## config.mk

```make
export PLATFORM = sky130hd
export DESIGN_NAME = ram_dp_clr
export DESIGN_NICKNAME = d
export VERILOG_FILES = /design/src/rtl/ram_dp_clr.sv
export SDC_FILE = /design/constraint.sdc
export NUM_CORES = 1
export LEC_CHECK = 0
export ABC_AREA = 1
export ABC_CLOCK_PERIOD_IN_PS = 3400
export CAP_MARGIN = 20
export CORE_MARGIN = 2
export CORE_UTILIZATION = 60
export CTS_BUF_LIST = sky130_fd_sc_hd__clkbuf_4 sky130_fd_sc_hd__clkbuf_8 sky130_fd_sc_hd__clkbuf_16
export CTS_CLUSTER_DIAMETER = 50
export DETAILED_ROUTE_END_ITERATION = 12
export HOLD_SLACK_MARGIN = 0.03
export PLACE_DENSITY = 0.77
export SKIP_CTS_REPAIR_TIMING = 1
export SYNTH_ARGS = -nofsm -noshare
export SYNTH_HDL_FRONTEND = slang
export SYNTH_SLANG_ARGS = --single-unit
```

## constraint.sdc

```tcl
create_clock -name clk -period 3.4 [get_ports clk]
set_clock_uncertainty 0.15 [all_clocks]
set_input_delay 0.51 -clock clk [delete_from_list [all_inputs] [get_ports clk]]
set_output_delay 0.51 -clock clk [all_outputs]
set_load 0.02 [all_outputs]
```

## src/rtl/ram_dp_clr.sv

```systemverilog
`default_nettype none
// ============================================================================
// Module   : ram_dp_clr
// Purpose  : Simple dual-port RAM (one write port, one read port) with a
//            pipelined read carrying a valid strobe, selectable read/write
//            collision behaviour and a sequential bulk-clear engine that
//            walks every address writing CLR_VAL.
// Ports    : clk      - clock, rising edge
//            rstn     - asynchronous active-low reset
//            wr       - write enable        wrAdr  - write address
//            dataIn   - write data
//            rd       - read request        rdAdr  - read address
//            dataOut  - read data (holds last result)
//            rdValid  - one-cycle strobe marking dataOut valid
//            clr      - start-clear pulse   busy   - clear in progress
// Revision : 1.0 - initial release
// ============================================================================
module ram_dp_clr #(
  parameter int               WIDTH       = 8,
  parameter int               DEPTH       = 16,
  parameter int               ADR_W       = $clog2(DEPTH),
  parameter int               RD_LAT      = 1,
  parameter int               WRITE_FIRST = 1,
  parameter logic [WIDTH-1:0] CLR_VAL     = '0
) (
  input  logic             clk,
  input  logic             rstn,
  input  logic             wr,
  input  logic [ADR_W-1:0] wrAdr,
  input  logic [WIDTH-1:0] dataIn,
  input  logic             rd,
  input  logic [ADR_W-1:0] rdAdr,
  output logic [WIDTH-1:0] dataOut,
  output logic             rdValid,
  input  logic             clr,
  output logic             busy
);

  // One extra bit so DEPTH itself is representable for range checks
  localparam logic [ADR_W:0]   DEPTH_EXT = (ADR_W + 1)'(DEPTH);
  localparam logic [ADR_W-1:0] LAST_ADR  = ADR_W'(DEPTH - 1);

  typedef enum logic [0:0] {
    IDLE  = 1'b0,
    CLEAR = 1'b1
  } state_t;

  state_t           state, next_state;
  logic [ADR_W-1:0] cnt, next_cnt;

  logic [WIDTH-1:0] mem [DEPTH];

  logic             idle;
  logic             wr_ok;
  logic             rd_in_range;
  logic             launch;
  logic             mem_we;
  logic [ADR_W-1:0] mem_wa;
  logic [WIDTH-1:0] mem_wd;
  logic [WIDTH-1:0] rd_word;

  // First read stage: always present
  logic             s1_vld;
  logic [WIDTH-1:0] s1_data;

  // --------------------------------------------------------------------------
  // Clear FSM
  // --------------------------------------------------------------------------
  always_ff @(posedge clk or negedge rstn) begin
    if (!rstn) begin
      state <= IDLE;
      cnt   <= '0;
    end else begin
      state <= next_state;
      cnt   <= next_cnt;
    end
  end

  always_comb begin
    next_state = state;
    next_cnt   = cnt;
    case (state)
      IDLE: begin
        if (clr) begin
          next_state = CLEAR;
          next_cnt   = '0;
        end
      end
      CLEAR: begin
        if (cnt == LAST_ADR) begin
          next_state = IDLE;
          next_cnt   = '0;
        end else begin
          next_cnt = cnt + ADR_W'(1);
        end
      end
      default: begin
        next_state = IDLE;
        next_cnt   = '0;
      end
    endcase
  end

  assign idle = (state == IDLE);
  assign busy = (state == CLEAR);

  // --------------------------------------------------------------------------
  // Write port: the clear engine owns the port while busy. Writes are gated
  // by rstn so an aborted clear leaves memory untouched while reset is held.
  // --------------------------------------------------------------------------
  assign wr_ok       = idle && wr && ({1'b0, wrAdr} < DEPTH_EXT);
  assign rd_in_range = ({1'b0, rdAdr} < DEPTH_EXT);
  assign launch      = idle && rd;

  assign mem_we = rstn && (busy || wr_ok);
  assign mem_wa = busy ? cnt : wrAdr;
  assign mem_wd = busy ? CLR_VAL : dataIn;

  always_ff @(posedge clk) begin
    if (mem_we) begin
      mem[mem_wa] <= mem_wd;
    end
  end

  // --------------------------------------------------------------------------
  // Read port: out-of-range reads return zero; a same-address write in the
  // same cycle is forwarded only in write-first mode, otherwise the array's
  // pre-write contents are returned.
  // --------------------------------------------------------------------------
  always_comb begin
    rd_word = '0;
    if (rd_in_range) begin
      if ((WRITE_FIRST != 0) && wr_ok && (wrAdr == rdAdr)) begin
        rd_word = dataIn;
      end else begin
        rd_word = mem[rdAdr];
      end
    end
  end

  always_ff @(posedge clk or negedge rstn) begin
    if (!rstn) begin
      s1_vld  <= 1'b0;
      s1_data <= '0;
    end else begin
      s1_vld <= launch;
      if (launch) begin
        s1_data <= rd_word;
      end
    end
  end

  // --------------------------------------------------------------------------
  // Optional second read stage. Data registers only load on a valid result,
  // so dataOut holds its last value between strobes.
  // --------------------------------------------------------------------------
  generate
    if (RD_LAT >= 2) begin : g_lat2
      logic             s2_vld;
      logic [WIDTH-1:0] s2_data;

      always_ff @(posedge clk or negedge rstn) begin
        if (!rstn) begin
          s2_vld  <= 1'b0;
          s2_data <= '0;
        end else begin
          s2_vld <= s1_vld;
          if (s1_vld) begin
            s2_data <= s1_data;
          end
        end
      end

      assign dataOut = s2_data;
      assign rdValid = s2_vld;
    end else begin : g_lat1
      assign dataOut = s1_data;
      assign rdValid = s1_vld;
    end
  endgenerate

endmodule
`default_nettype wire
```

==> results of run 1 <==
[state kept, by name, summed over array words and instances, names as in the netlist]
signal	flops
dataOut	8
cnt	4
mem	128
busy	1
rdValid	1
[synth_stat cells (all sizes together)]
library cell	number	area, µm²
o22ai	1	6.260
buf	25	153.9
edfxtp	128	3844
inv	90	345.3
nand3	94	475.5
dfrtp	14	350.3
nor2	48	190.2
clkbuf	4	15.01
o32ai	1	8.760
o21a	1	7.510
nand2	232	875.8
ha	1	12.51
a21oi	5	28.78
o21ai	7	35.03
[per-stage QoR]
stage	std cells	power (mW)	instance area [µm²]	hold slack [ps]	util
after detailed placement	802	3.530	6753	315.1	0.6570
after CTS	834	5.246	7305	211.1	0.7107
after global routing	834	5.463	7305	221.5	0.7107
final	834	5.255	7305	236.7	0.7107
after floorplan	651	3.075	6349	64.41	-
after global placement	802	3.494	6753	313.5	0.6570
[power breakdown]
group          total, mW  switching, mW  internal, mW  leakage, nW
logic               1.12          0.799         0.322         1.57
registers           2.41          0.116          2.29         1.36
clock network       1.73          0.683          1.05        0.267
[layout by cell type (no fill, tap or decap)]
cell type and instances:
sky130_fd_sc_hd__o32ai_1 1, sky130_fd_sc_hd__clkinvlp_4 3, sky130_fd_sc_hd__nand2_2 2, sky130_fd_sc_hd__dfrtp_1 14
sky130_fd_sc_hd__nand3_1 93, sky130_fd_sc_hd__clkdlybuf4s50_1 29, sky130_fd_sc_hd__o21a_1 1, sky130_fd_sc_hd__nor2_2 5
sky130_fd_sc_hd__inv_2 1, sky130_fd_sc_hd__bufinv_16 2, sky130_fd_sc_hd__buf_4 14, sky130_fd_sc_hd__clkinv_2 4
sky130_fd_sc_hd__inv_6 1, sky130_fd_sc_hd__nor2_1 43, sky130_fd_sc_hd__clkbuf_16 16, sky130_fd_sc_hd__edfxtp_1 128
sky130_fd_sc_hd__clkbuf_8 1, sky130_fd_sc_hd__o22ai_1 1, sky130_fd_sc_hd__clkinv_1 3, sky130_fd_sc_hd__inv_1 86
sky130_fd_sc_hd__o21ai_1 3, sky130_fd_sc_hd__a21oi_1 4, sky130_fd_sc_hd__nand2_1 230, sky130_fd_sc_hd__ha_1 1
sky130_fd_sc_hd__clkbuf_4 2, sky130_fd_sc_hd__o21ai_0 4, sky130_fd_sc_hd__a21oi_2 1, sky130_fd_sc_hd__inv_4 3
sky130_fd_sc_hd__buf_2 1, sky130_fd_sc_hd__nand3_2 1
[layer usage]
layer,vias to the layer above,share of wire
met4,0,0.044
met3,59,0.092
li1,2162,-
met2,270,0.47
met1,2149,0.39
met5,-,0
[worst max-delay path by stage]
stage,endpoint,slack [ps]
floorplan,mem[0][0],1440
global placement,mem[1][3],800
detailed placement,mem[10][5],720
CTS,busy,720
global route,mem[0][2],550
finish,busy,710
[cells by family after synthesis]
kind of cell | Yosys count | share of synthesized area
simple gates | 374 | 0.2428
fa+ha+maj | 1 | 0.001971
flops | 142 | 0.6606
buf+inv | 119 | 0.08100
compound gates | 15 | 0.01360
[area by class of cell]
| cell class | count | area, µm² | share of cell area |
|---|---|---|---|
| Timing Repair Buffer | 44 | 400.4 | 0.05481 |
| Multi-Input combinational cell | 390 | 1643 | 0.2249 |
| Tap cell | 136 | 170.2 | 0.02330 |
| Inverter | 90 | 345.3 | 0.04728 |
| Clock buffer | 19 | 429.2 | 0.05875 |
| Clock inverter | 13 | 122.6 | 0.01679 |
| Sequential cell | 142 | 4194 | 0.5742 |
==> flow_summary.yaml, run 1 <==
synthesis:
  avgSynthCellArea_um2: 9.752
  synthesis.area_um2: 6349
  cells_after_synthesis: 651
  part_of_the_yosys_area_used_for_sequential_elements: 0.6606
  yosys.cell_types.count: 24
  postSynthNetCount: 673
  synth.ff_latch_count: 142
  synthesis.yosys.warnings: 0
setup_path:
  worstSetupStartpoint: "busy"
  critPathLaunchType: "flop"
  crit_path_cell_trace: "clkdlybuf4s50_1"
  worst-endpoint-required_ps: 2740
  critPathSlowestCell: "sky130_fd_sc_hd__dfrtp_1"
  reg2regPathDepth: 6
  delay_of_the_slowest_cell_on_the_worst_path_ps: 760
  rr_startpoint: "busy"
  worstSetupPathType: "reg2out"
  worst_ep_arrival_time_ps: 2030
  endpoint_kind: "primary output"
  timing.critical_path.fanout_max: 18
  crit_buf_inv: 1
  critical-path-top-delay-family: "flip-flops"
  critical_path.reg2reg.endpoint: "mem[12][3]"
  critical_path_depth: 1
  timing.reg2reg.setup_slack_ps: 740
floorplanning:
  floorplan.die.width_um: 106.9
  fp.coreArea_um2: 10280
  fp-row-count: 37
  num_io_pins: 31
  starting_density_of_the_core: 0.6177
  die_outline_area_um2: 11420
  die_h_um: 106.9
global_route:
  global_route.usage.met3: 0.06444
  first_pass_grt_wire_length_um: 23190
  largest_net_degree_at_the_start_of_global_routing: 35
  global_route.usage.met2: 0.4345
  grt_pass1_vias: 4441
  gr-usage-all-layers: 0.2814
  antenna_found_initial: 0
  grt_remaining_overflow: 0
  grtUsageMet1: 0.3736
  globalRoute.busiestLayer: "met2"
sta:
  layout_worst_path_cycle_share: 0.7911
  report.final.slew_viol_count: 0
  final.setup.tns_ps: 0
  finalWorstPathRequiredPeriod_ps: 2690
  final_hold_violating_endpoints: 0
  timing.final.ws_setup_ps: 710.2
  worst_pin_slew_ps: 1042
  slew-limit-headroom: 0.3044
  setup_viol_count_final: 0
  grt_setup_unrepaired: "no"
  max_clock_freq_mhz: 371.8
clock_tree:
  clock_sink_count: 142
  cts_htree_levels: 4
  clock_root_buffer: "sky130_fd_sc_hd__clkbuf_8"
  cts_buffers: 17
  cts_tree: "built"
  cts-root-to-sink-buffers: 2
  clkSlewWorstSetupHoldPaths_ps: 60
  clock_latency_ps: 530
run_status:
  outcome: "complete, no violations"
power:
  worst_ir_drop_vdd_mv: 0.3726
  power.density_nw_per_um2: 719.4
  power.static_leakage_nw: 3.202
placement:
  count_of_buffers_inserted_at_the_top_level_ports: 30
  minimum_setup_slack_after_placement_ps: 719.9
  place_congestion: 0.8572
  detailed_place_hpwl_um: 9430
cells_and_area:
  antenna_cell_count: 0
  share_of_final_layout_standard_cells_stronger_than_drive_strength_1: 0.08166
  fin_nets: 707
  area_growth_syn_to_layout_pct: 15.06
  final.fill_count: 733
run:
  max_cap_viols: 0
detailed_routing:
  totalWireLength_um: 15120
  first_drt_iteration_drcs: 484
  wl_per_cell_um: 18.12
  dr.pass1.iters: 5
  antenna_violating_nets_post_route: 0
  via_per_inst: 5.564
  vias: 4640
  detail_route.drc_violations: 0
min_path:
  min-delay-path-class: "in2async"
No activity file was read; power rests on OpenSTA's default activity.
==> inputs of run 2 (changes only) <==
Settings changed: ABC_CLOCK_PERIOD_IN_PS 3400 to 2200, CORE_UTILIZATION 60 to 54, PLACE_DENSITY 0.77 to 0.74.
Clock period 3.4 ns to 2.2 ns, I/O delays scaled along.
==> run 2 against run 1 <==
Clock power increased by 64%; combinational power rose by 70%; worst hold slack worse by 130 ps; final area is 3.5% higher; setup slack worse by 550 ps; via count rose by 1.7%; die area rose by 11%; global-route usage decreased by 2.3 points; final cell count increased by 4.1%; non-clock buffer count up 27; first-iteration DRC count up 50%; routed wire length rose by 1.2%.
==> flow_summary.yaml, run 2 (synthesized netlist as in run 1, its figures left out) <==
sta:
  slew-limit-headroom: 0.5630
  final_hold_violating_endpoints: 0
  whs_ps: 101.8
  finalWorstPathRequiredPeriod_ps: 2035
  layout_worst_path_cycle_share: 0.9252
  max_clock_freq_mhz: 491.3
  timing.final.ws_setup_ps: 164.6
  report.final.slew_viol_count: 0
  final.setup.tns_ps: 0
  grt_setup_unrepaired: "no"
  setup_viol_count_final: 0
  worst_pin_slew_ps: 655.5
detailed_routing:
  uppermost_layer_routed: "met4"
  drt-met1-wl_um: 6269
  dr_wl_met2_um: 6822
  antenna_violating_nets_post_route: 0
  wl_per_cell_um: 17.62
  vias: 4717
  totalWireLength_um: 15290
  wl_met3_um: 1602
  via_per_inst: 5.434
  first_drt_iteration_drcs: 726
  dr.pass1.iters: 6
  detail_route.drc_violations: 0
setup_path:
  critPathLaunchType: "flop"
  worst_ep_arrival_time_ps: 1560
  worstSetupPathType: "reg2out"
  crit_buf_inv: 1
  endpoint_kind: "primary output"
  delay_of_the_slowest_cell_on_the_worst_path_ps: 650
  reg2regPathDepth: 6
  critical_path_depth: 1
  worst-endpoint-required_ps: 1720
  crit_path_cell_trace: "clkdlybuf4s50_1"
  rr_startpoint: "busy"
  worstSetupStartpoint: "busy"
  critical-path-top-delay-family: "buffers and inverters"
  timing.critical_path.fanout_max: 11
  critPathSlowestCell: "sky130_fd_sc_hd__clkdlybuf4s50_1"
  timing.reg2reg.setup_slack_ps: 210
power:
  worst_ir_drop_vdd_mv: 0.6932
  power.static_leakage_nw: 3.362
  power.density_nw_per_um2: 1114
floorplanning:
  fp-row-count: 39
  floorplan.die.width_um: 112.4
  die_h_um: 112.4
  die_outline_area_um2: 12640
  fp.coreArea_um2: 11470
  num_io_pins: 31
  starting_density_of_the_core: 0.5536
placement:
  count_of_buffers_inserted_at_the_top_level_ports: 30
  place_congestion: 0.8955
  placed_instance_count: 836
  minimum_setup_slack_after_placement_ps: -8.239
  detailed_place_hpwl_um: 10070
cells_and_area:
  share_of_final_layout_standard_cells_stronger_than_drive_strength_1: 0.1172
  fin_util: 0.6596
  largest_register_ffs: 128
  final.fill_count: 866
  area_growth_syn_to_layout_pct: 19.14
  finalNonFillerCells: 868
  antenna_cell_count: 0
  regMostFlops: "mem"
  final_common_cell: "sky130_fd_sc_hd__nand2_1"
  fin_nets: 734
  layout.cells.most_common_list: "sky130_fd_sc_hd__nand2_1, sky130_fd_sc_hd__edfxtp_1, sky130_fd_sc_hd__nand3_1, sky130_fd_sc_hd__inv_1, sky130_fd_sc_hd__nor2_1"
clock_tree:
  clock_root_buffer: "sky130_fd_sc_hd__clkbuf_16"
  clock_sink_count: 142
  cts_tree: "built"
  cts-root-to-sink-buffers: 2
  clock_latency_ps: 420
  cts_buffers: 17
  clkSlewWorstSetupHoldPaths_ps: 60
  cts_htree_levels: 4
min_path:
  min-delay-path-class: "in2async"
global_route:
  gr-usage-all-layers: 0.2587
  grt_remaining_overflow: 0
  first_pass_grt_wire_length_um: 24290
  largest_net_degree_at_the_start_of_global_routing: 65
  antenna_found_initial: 0
  grt_pass1_vias: 4636
run:
  max_cap_viols: 0
run_status:
  outcome: "complete, no violations"
## run 2: final timing paths
path,to
setup / recovery,busy
hold / removal,cnt[2]
setup reg to reg,mem[9][4]
hold reg to reg,dataOut[7]
max in group asynchronous,busy
min in group clk,dataOut[7]
## run 2: cell type report
type | instances | area (µm²) | share of cell area
timing repair buffer | 71 | 615.6 | 0.08139
inverter | 90 | 345.3 | 0.04566
sequential | 142 | 4195 | 0.5547
clock buffer | 19 | 440.4 | 0.05823
clock inverter | 13 | 147.6 | 0.01952
multi-input combinational | 390 | 1640 | 0.2169
tap | 143 | 178.9 | 0.02366
## run 2: report_power, final
part           internal (mW)  switching, mW  total [mW]
Combinational          0.613           1.29        1.90
Sequential              3.53          0.159        3.69
Clock                   1.79           1.05        2.83
Total                   5.93           2.49        8.43
## run 2: stage by stage
step                      instance area, µm²  total power, mW
after global placement                  6974            5.546
after global routing                    7564            8.785
after detailed placement                6974            5.609
after floorplan                         6349            4.753
after CTS                               7562            8.451
final                                   7564            8.426
## run 2: metal layers
metal / vias to the layer above / track usage
met5: - / 0
met4: 0 / 0.1228
met3: 51 / 0.06210
met2: 261 / 0.3888
met1: 2187 / 0.3595
li1: 2218 / -
